--- src/rtl/perf_pkg.sv ---
// Shared types and defaults for the perf_monitor event-counter unit.
package perf_pkg;

  typedef enum logic [1:0] {
    ST_IDLE    = 2'd0,
    ST_COUNT   = 2'd1,
    ST_HALTED  = 2'd2,
    ST_TIMEOUT = 2'd3
  } state_t;

  localparam int DEF_NUM_CH      = 6;
  localparam int DEF_CNT_W       = 32;
  localparam int DEF_CYCLE_LIMIT = 100000;

  // Selector must address NUM_CH channels plus the cycle counter.
  function automatic int sel_w(input int num_ch);
    return $clog2(num_ch + 1);
  endfunction

endpackage

--- src/rtl/perf_counter.sv ---
// Single CNT_W event counter with synchronous clear.
// PERF_SAT_EN: saturate at all-ones and raise a sticky sat flag; otherwise wrap, sat tied low.
module perf_counter #(
  parameter int CNT_W = 32
) (
  input  logic             clk,
  input  logic             rst_n,
  input  logic             clr,
  input  logic             inc,
  output logic [CNT_W-1:0] cnt,
  output logic             sat
);

`ifdef PERF_SAT_EN
  always_ff @(posedge clk or negedge rst_n) begin
    if (!rst_n) begin
      cnt <= '0;
      sat <= 1'b0;
    end else if (clr) begin
      cnt <= '0;
      sat <= 1'b0;
    end else if (inc) begin
      if (&cnt) sat <= 1'b1;
      else      cnt <= cnt + 1'b1;
    end
  end
`else
  always_ff @(posedge clk or negedge rst_n) begin
    if (!rst_n)    cnt <= '0;
    else if (clr)  cnt <= '0;
    else if (inc)  cnt <= cnt + 1'b1;
  end

  assign sat = 1'b0;
`endif

endmodule

--- src/rtl/perf_monitor.sv ---
// Event/cycle counter bank with run FSM, cycle watchdog and registered read port.
// Optional saturation mode selected by PERF_SAT_EN (see perf_counter).
module perf_monitor
  import perf_pkg::*;
#(
  parameter  int NUM_CH      = DEF_NUM_CH,
  parameter  int CNT_W       = DEF_CNT_W,
  parameter  int CYCLE_LIMIT = DEF_CYCLE_LIMIT,
  localparam int SEL_W       = sel_w(NUM_CH)
) (
  input  logic              clk,
  input  logic              rst_n,
  input  logic              start,
  input  logic              clr,
  input  logic              hlt,
  input  logic [NUM_CH-1:0] ev,
  input  logic              rd_req,
  input  logic [SEL_W-1:0]  rd_sel,
  output logic              rd_valid,
  output logic [CNT_W-1:0]  rd_data,
  output logic [1:0]        state_o,
  output logic              timeout,
  output logic [NUM_CH:0]   sat_flags
);

  // A limit that does not fit in CNT_W can never be reached.
  localparam bit WD_EN = (CYCLE_LIMIT > 0) &&
                         (longint'(CYCLE_LIMIT) <= ((longint'(1) << CNT_W) - 1));
  localparam logic [CNT_W-1:0] WD_LAST = CNT_W'(longint'(CYCLE_LIMIT) - 1);

  state_t state, state_nxt;

  logic [NUM_CH:0][CNT_W-1:0] cnt;
  logic [NUM_CH:0]            inc;
  logic [NUM_CH:0]            sat;
  logic                       counting;
  logic                       wd_hit;
  logic [CNT_W-1:0]           rd_mux;
  logic                       rd_take;

  assign counting = (state == ST_COUNT);
  assign inc      = {1'b1, ev} & {(NUM_CH+1){counting}};
  assign wd_hit   = WD_EN && counting && (cnt[NUM_CH] == WD_LAST);

  // Index NUM_CH is the cycle counter.
  for (genvar i = 0; i <= NUM_CH; i++) begin : g_cnt
    perf_counter #(.CNT_W(CNT_W)) u_cnt (
      .clk   (clk),
      .rst_n (rst_n),
      .clr   (clr),
      .inc   (inc[i]),
      .cnt   (cnt[i]),
      .sat   (sat[i])
    );
  end

  always_ff @(posedge clk or negedge rst_n) begin
    if (!rst_n) state <= ST_IDLE;
    else        state <= state_nxt;
  end

  always_comb begin
    state_nxt = state;
    if (clr) begin
      state_nxt = ST_IDLE;
    end else begin
      case (state)
        ST_IDLE:  if (start) state_nxt = ST_COUNT;
        ST_COUNT: begin
          if (hlt)         state_nxt = ST_HALTED;
          else if (wd_hit) state_nxt = ST_TIMEOUT;
        end
        default:  state_nxt = state;
      endcase
    end
  end

  always_comb begin
    rd_mux = '0;
    if (rd_sel <= SEL_W'(NUM_CH)) rd_mux = cnt[rd_sel];
  end

  assign rd_take = rd_req & ~clr;

  always_ff @(posedge clk or negedge rst_n) begin
    if (!rst_n) begin
      rd_valid <= 1'b0;
      rd_data  <= '0;
    end else begin
      rd_valid <= rd_take;
      rd_data  <= rd_take ? rd_mux : '0;
    end
  end

  assign state_o   = state;
  assign timeout   = (state == ST_TIMEOUT);
  assign sat_flags = sat;

endmodule

--- config.mk ---
export PLATFORM = sky130hd
export DESIGN_NAME = perf_monitor
export DESIGN_NICKNAME = d
export VERILOG_FILES = /design/src/rtl/perf_pkg.sv /design/src/rtl/perf_counter.sv /design/src/rtl/perf_monitor.sv
export SDC_FILE = /design/constraint.sdc
export NUM_CORES = 1
export LEC_CHECK = 0
export BUFFER_PORTS_ARGS = -buffer_cell sky130_fd_sc_hd__buf_2
export CAP_MARGIN = 20
export CORE_MARGIN = 2
export CORE_UTILIZATION = 60
export CTS_BUF_LIST = sky130_fd_sc_hd__clkbuf_4 sky130_fd_sc_hd__clkbuf_8
export DETAILED_ROUTE_END_ITERATION = 7
export GPL_TIMING_DRIVEN = 0
export PLACE_DENSITY = 0.75
export SLEW_MARGIN = 20
export SYNTH_ARGS = -nofsm -noshare
export SYNTH_HDL_FRONTEND = slang
export SYNTH_SLANG_ARGS = --single-unit
--- constraint.sdc ---
create_clock -name clk -period 2.49 [get_ports clk]
set_input_delay 0.498 -clock clk [delete_from_list [all_inputs] [get_ports clk]]
set_output_delay 0.498 -clock clk [all_outputs]
set_load 0.02 [all_outputs]
# Yosys cells after proc, flatten, opt, wreduce, memory -nomap -nowiden
# Index checks and enable logic that the tools add are counted.
# totals
ff_bits,259
output_inout_bits,43
input_bits,15
wordCells,61
# classes
reduce_logical,11
n_lt_le_gt_ge,2
addsub,7
bitwise,3
eq_ne,5
muxes,23
# op_table
cell,count
$mux 32,17
$add 32x1->32 const B,7
$bmux 32 s3,1
$eq 32x17->1 const B,1
$reduce_bool 2->1,7
$mux 2,4
$and 7x7->7,1
$lt 3x4->1 const B,1
$ne 4x3->1 const B,1
$pmux 2 s2,1
$le 3x3->1 const B,1
$ne 3x3->1 const B,1
$reduce_and 3->1,1
$reduce_bool 3->1,1
$eq 2x1->1 const B,1
$eq 2x2->1 const B,1
$logic_not 2->1,1
$and 1x1->1,1
$logic_and 1x1->1,1
$not 1->1,1

# Logic depth before layout (Yosys ltp)
# depth
depth_word,6
ltp_mapped,8

# Cells and area by module
# From an unflattened synthesis, not the netlist that was laid out.
# unflattened
cells_unflattened,1531
hier_area_um2,14899.3
# by_module_without_submodules
module,instances,cells_each,seq_area_each_um2,area_per_inst_um2
perf_counter,7,178,800.8,1691.6
perf_monitor,1,285,875.8,3057.9

# Least setup slack after synthesis
# Ideal clock, no wire load.
# synth_path
kind,input -> register
startpoint,in rd_sel[0]
endpoint,reg rd_data[17]
required_ns,2.358
cell_stages,5
path_buffers,2
path_slack_ns,0.373
arrival_ns,1.985
cell_sequence,buf_2 buf_1 mux4_2 mux2i_1 nor2_1
# synth_via
elab_chain_cells,4
word_cells_on_any_way,5
cone_classes,order compare (1); mux (4)
# synth_lines
item,line,source
"start, declared",perf_monitor.sv:18,"input logic [SEL_W-1:0] rd_sel,"
$bmux 32 s3,perf_monitor.sv:80,if (rd_sel <= SEL_W'(NUM_CH)) rd_mux = cnt[rd_sel];
$mux 32 (not written as such),perf_monitor.sv:80,
$mux 32 (*),perf_monitor.sv:80,
$mux 32 (*),perf_monitor.sv:91,rd_data <= rd_take ? rd_mux : '0;
"end signal, assigned",perf_monitor.sv:91,
"end, declared",perf_monitor.sv:20,"output logic [CNT_W-1:0] rd_data,"
# Mark *: on every way between the ends. The rest lies on a longest branch, timed or not. The select of a mux whose other input is x is not followed.
# A chain may end at the register's enable or synchronous reset.

# Worst setup path after layout
# layout_path
startpoint,in clr
endpoint,reg g_cnt[6].u_cnt.cnt[3]
# layout_via
elab_chain_cells,1
word_cells_on_any_way,2
cone_classes,mux (1); reduce/logical (1)
# layout_lines
item,line,source
"start, declared",perf_monitor.sv:14,"input logic clr,"
$mux 32 or $reduce_bool 2->1 (tied branches),n/a,
"end signal, assigned",perf_counter.sv:31,else if (inc) cnt <= cnt + 1'b1;
"end, declared",perf_counter.sv:10,"output logic [CNT_W-1:0] cnt,"
# Parallel ways exist; a longest one is shown, timed or not.

==> run_results.csv <==
group,metric,value,unit
timing,worstMarginPinSlew,0.912,ns
timing,fin_setup_tns,0,ns
place,io_buffers,48,
yosys,synth_cells,1454,
cells_and_area,fillers,1833,
setup_path,regToRegStartpoint,"state_o[1]$_DFFE_PN0P_",
clocking,cts_buffers,44,
yosys,synth_fa_ha_area_share,0.620,%
setup_path,critPathKind,"input port to flip-flop",
yosys,muxShareOfSynthArea,9.63,%
clocking,cts_tree,"built",
global_routing,grt_overflow_total,0,
yosys,synth-xor-area-share,11.3,%
flow_run,cap_viol_max_count,0,
cells_and_area,final_core_util,68.4,%
die,coreArea,0.0233,mm^2
die,core.rowCount,56,
cells_and_area,final_cell_mix,"dfrtp_1 (259), nor2_1 (234), xor2_1 (121)",
run_status,status,"complete, no violations",
global_routing,grt_max_degree,99,
yosys,syn_avg_cell_area,9.72,um^2
die,start_util,60.6,%
power,p_switching,2.12,mW
route,wl_per_cell,20.4,um
place,dp_hpwl,28.1,mm
yosys,ys.flop_type,"dfrtp_1",
place,placed_cells,1829,
timing,slew_headroom,38.7,%
timing,setup_viol,0,
setup_path,rrSetupSlack,0.08,ns
route,vias,11813,
worst_hold_path,min_path_type,"input port to flip-flop",
die,io_pins,58,
route,vias_per_cell,6.18,
timing,hold_violations,0,
route,drt_wl_total,38.9,mm
route,drtIter0Drc,1199,
yosys,synth_seq_cells,259,
clocking,clock_path_buffers,3,
power,power.total,8.64,mW
setup_path,r2r-end,"g_cnt[1].u_cnt.cnt[31]$_DFFE_PN0P_",
power,vdd_drop_max,0.380,mV
yosys,yosys.area_share.simple,24.3,%
yosys,yosysWarnings,0,
clocking,h-tree-depth,2,
yosys,yosysSeqAreaShare,45.9,%
timing,fmax,409,MHz
global_routing,grt_first_pass_wirelength,61.6,mm
setup_path,worstSetupStartpointType,"input port",
yosys,synth_top_family_by_area,"simple AND/OR/NAND/NOR gates",
die,dieHeight,157,um
power,power_density,541,mW/mm^2
setup_path,crit_path_max_fanout,10,
setup_path,endpoint,"g_cnt[6].u_cnt.cnt[3]$_DFFE_PN0P_",
setup_path,cp.arrival,2.86,ns
timing,fin_skew,0.0229,ns
global_routing,antenna_found_initial,0,
power,internal_power,6.52,mW
cells_and_area,layout_commonest_cell,"dfrtp_1",
power,p_clk_share,45.3,%
power,switching_share,24.5,%
timing,layout_min_cycle_time,2.45,ns
route,detail-route-antenna-nets,0,
timing,finalCritPeriodShare,98.3,%
route,first_pass_iters,5,
yosys,synth_edf_count,0,
setup_path,crit_path_start,"clr",
die,dieWidth,157,um
setup_path,crit_path_end_kind,"flip-flop",
place,gp_congestion,0.954,
die,dieArea,0.0248,mm^2
power,power_frac_comb,5.5,%
yosys,synth_compound_area_share,5.47,%
clocking,path_clk_slew,0.06,ns
cells_and_area,syn_to_final_growth,12.9,%
setup_path,worstPathRequired,2.90,ns
clocking,clockRootBuffer,"clkbuf_8",
setup_path,ff2ff_path_depth,6,
clocking,clock-sinks,259,
clocking,insertion_delay,0.56,ns
cells_and_area,drive_gt1_share,13.2,%
power,p_leak,6.79,nW
power,power_frac_seq,49.2,%
global_routing,grt_use_total,32.6,%
cells_and_area,finalNetCount,1588,
global_routing,grt_pass1_vias,11261,
timing,slew_violations,0,
yosys,ys_async_sr_fraction,100,%
yosys,synth_cell_types,51,
cells_and_area,layoutNonFillerInstCount,1912,
route,drc_errors,0,
yosys,synth_area,0.0141,mm^2
-- metal layers --
layer  global-route usage [%]  up-vias  part of all wire [%]
li1                         -     5361                     -
met1                     47.7     5756                    43
met2                     47.6      579                    44
met3                     5.34      117                   8.9
met4                     15.2        0                   4.6
met5                        0        -                     0
-- cell usage after synthesis, types with 3 or more instances --
library cell,instances,area share [%]
dfrtp_1,259,46
nor2_1,234,6.2
xor2_1,121,7.5
nand2_1,106,2.8
nand4_1,84,3.7
nand3_1,81,2.9
mux2i_1,64,4.5
o21ai_0,64,2.3
xnor2_1,61,3.8
clkbuf_1,53,1.4
a21oi_1,45,1.6
or3_1,35,1.5
mux4_2,32,5.1
nor4_1,25,1.1
and3_1,24,1.1
and4_1,23,1.4
nor3_1,20,0.71
inv_1,16,0.42
and2_1,15,0.66
buf_1,14,0.37
buf_4,8,0.42
ha_1,7,0.62
buf_2,6,0.21
a211oi_1,5,0.27
nor2b_1,4,0.18
o211ai_1,4,0.21
nand4b_1,3,0.19
o2111ai_1,3,0.19
o211a_1,3,0.21
-- layout make-up --
| cell class | count | area [um^2] | area share, % |
|---|---|---|---|
| clock inverter | 9 | 70.1 | 0.439 |
| sequential | 259 | 6480 | 40.6 |
| multi-input combinational | 1104 | 7390 | 46.3 |
| buffer | 81 | 348 | 2.18 |
| antenna | 1 | 2.50 | 0.0157 |
| timing repair buffer | 60 | 395 | 2.48 |
| tap | 319 | 399 | 2.50 |
| inverter | 16 | 60.1 | 0.376 |
| clock buffer | 63 | 805 | 5.04 |
-- power by group through the flow --
stage	sequential, mW	combinational (mW)	clock, mW
finish	4.25	0.476	3.91
global route	4.25	0.518	4.16
CTS	4.25	0.467	3.94
detailed placement	4.33	0.460	0
global placement	4.33	0.441	0
floorplan	4.32	0.248	0
-- logic make-up after synthesis --
kind of cell               after synthesis
xor gates and xnor gates               182
AOI/OAI and AO/OA                      135
and+or+nand+nor                        677
adders and majority gates                7
DFF                                    259
muxes                                   96
buffers and inverters                   97
other                                    1
-- critical path: stages --
cell,delay [ns]
buf_2,0.11
clkbuf_1,0.56
clkbuf_1,0.53
clkbuf_1,0.51
clkbuf_1,0.54
nor2_1,0.11
-- flip-flops by register name, summed over array words and instances, names as in the netlist --
register         count
g_cnt.u_cnt.cnt    224
rd_data             32
state_o              2
rd_valid             1
-- per-stage QoR --
stage,worst slack (ns),hold slack [ns],cell area (um^2)
2_1_floorplan,0.373,0.202,14200
3_3_place_gp,-3.77,0.519,14800
3_5_place_dp,-0.695,0.546,14900
4_1_cts,0.00215,0.170,15800
5_1_grt,-0.00162,0.209,16000
6_report,0.0428,0.181,16000
-- how the worst min path moves through the flow --
| stage | startpoint | cells after the start | slack, ns | to |
|---|---|---|---|---|
| 2_1_floorplan | rst_n | 0 | 0.20 | g_cnt[0].u_cnt.cnt[0]$_DFFE_PN0P_ |
| 3_3_place_gp | g_cnt[2].u_cnt.cnt[31]$_DFFE_PN0P_ | 2 | 0.52 | g_cnt[2].u_cnt.cnt[31]$_DFFE_PN0P_ |
| 3_5_place_dp | g_cnt[4].u_cnt.cnt[31]$_DFFE_PN0P_ | 2 | 0.55 | g_cnt[4].u_cnt.cnt[31]$_DFFE_PN0P_ |
| 4_1_cts | start | 3 | 0.17 | state_o[0]$_DFFE_PN0P_ |
| 5_1_grt | start | 3 | 0.21 | state_o[0]$_DFFE_PN0P_ |
| 6_report | start | 3 | 0.18 | state_o[0]$_DFFE_PN0P_ |
-- repair_timing --
action	in CTS	in global routing
pin swaps	1	3
buffers inserted	2	7
endpoints found under the setup margin	41	48
resized for setup	11	19
hold buffers	1	0
gates cloned	0	0
hold endpoints to repair	86	0
(Power assumes the default switching activity.)
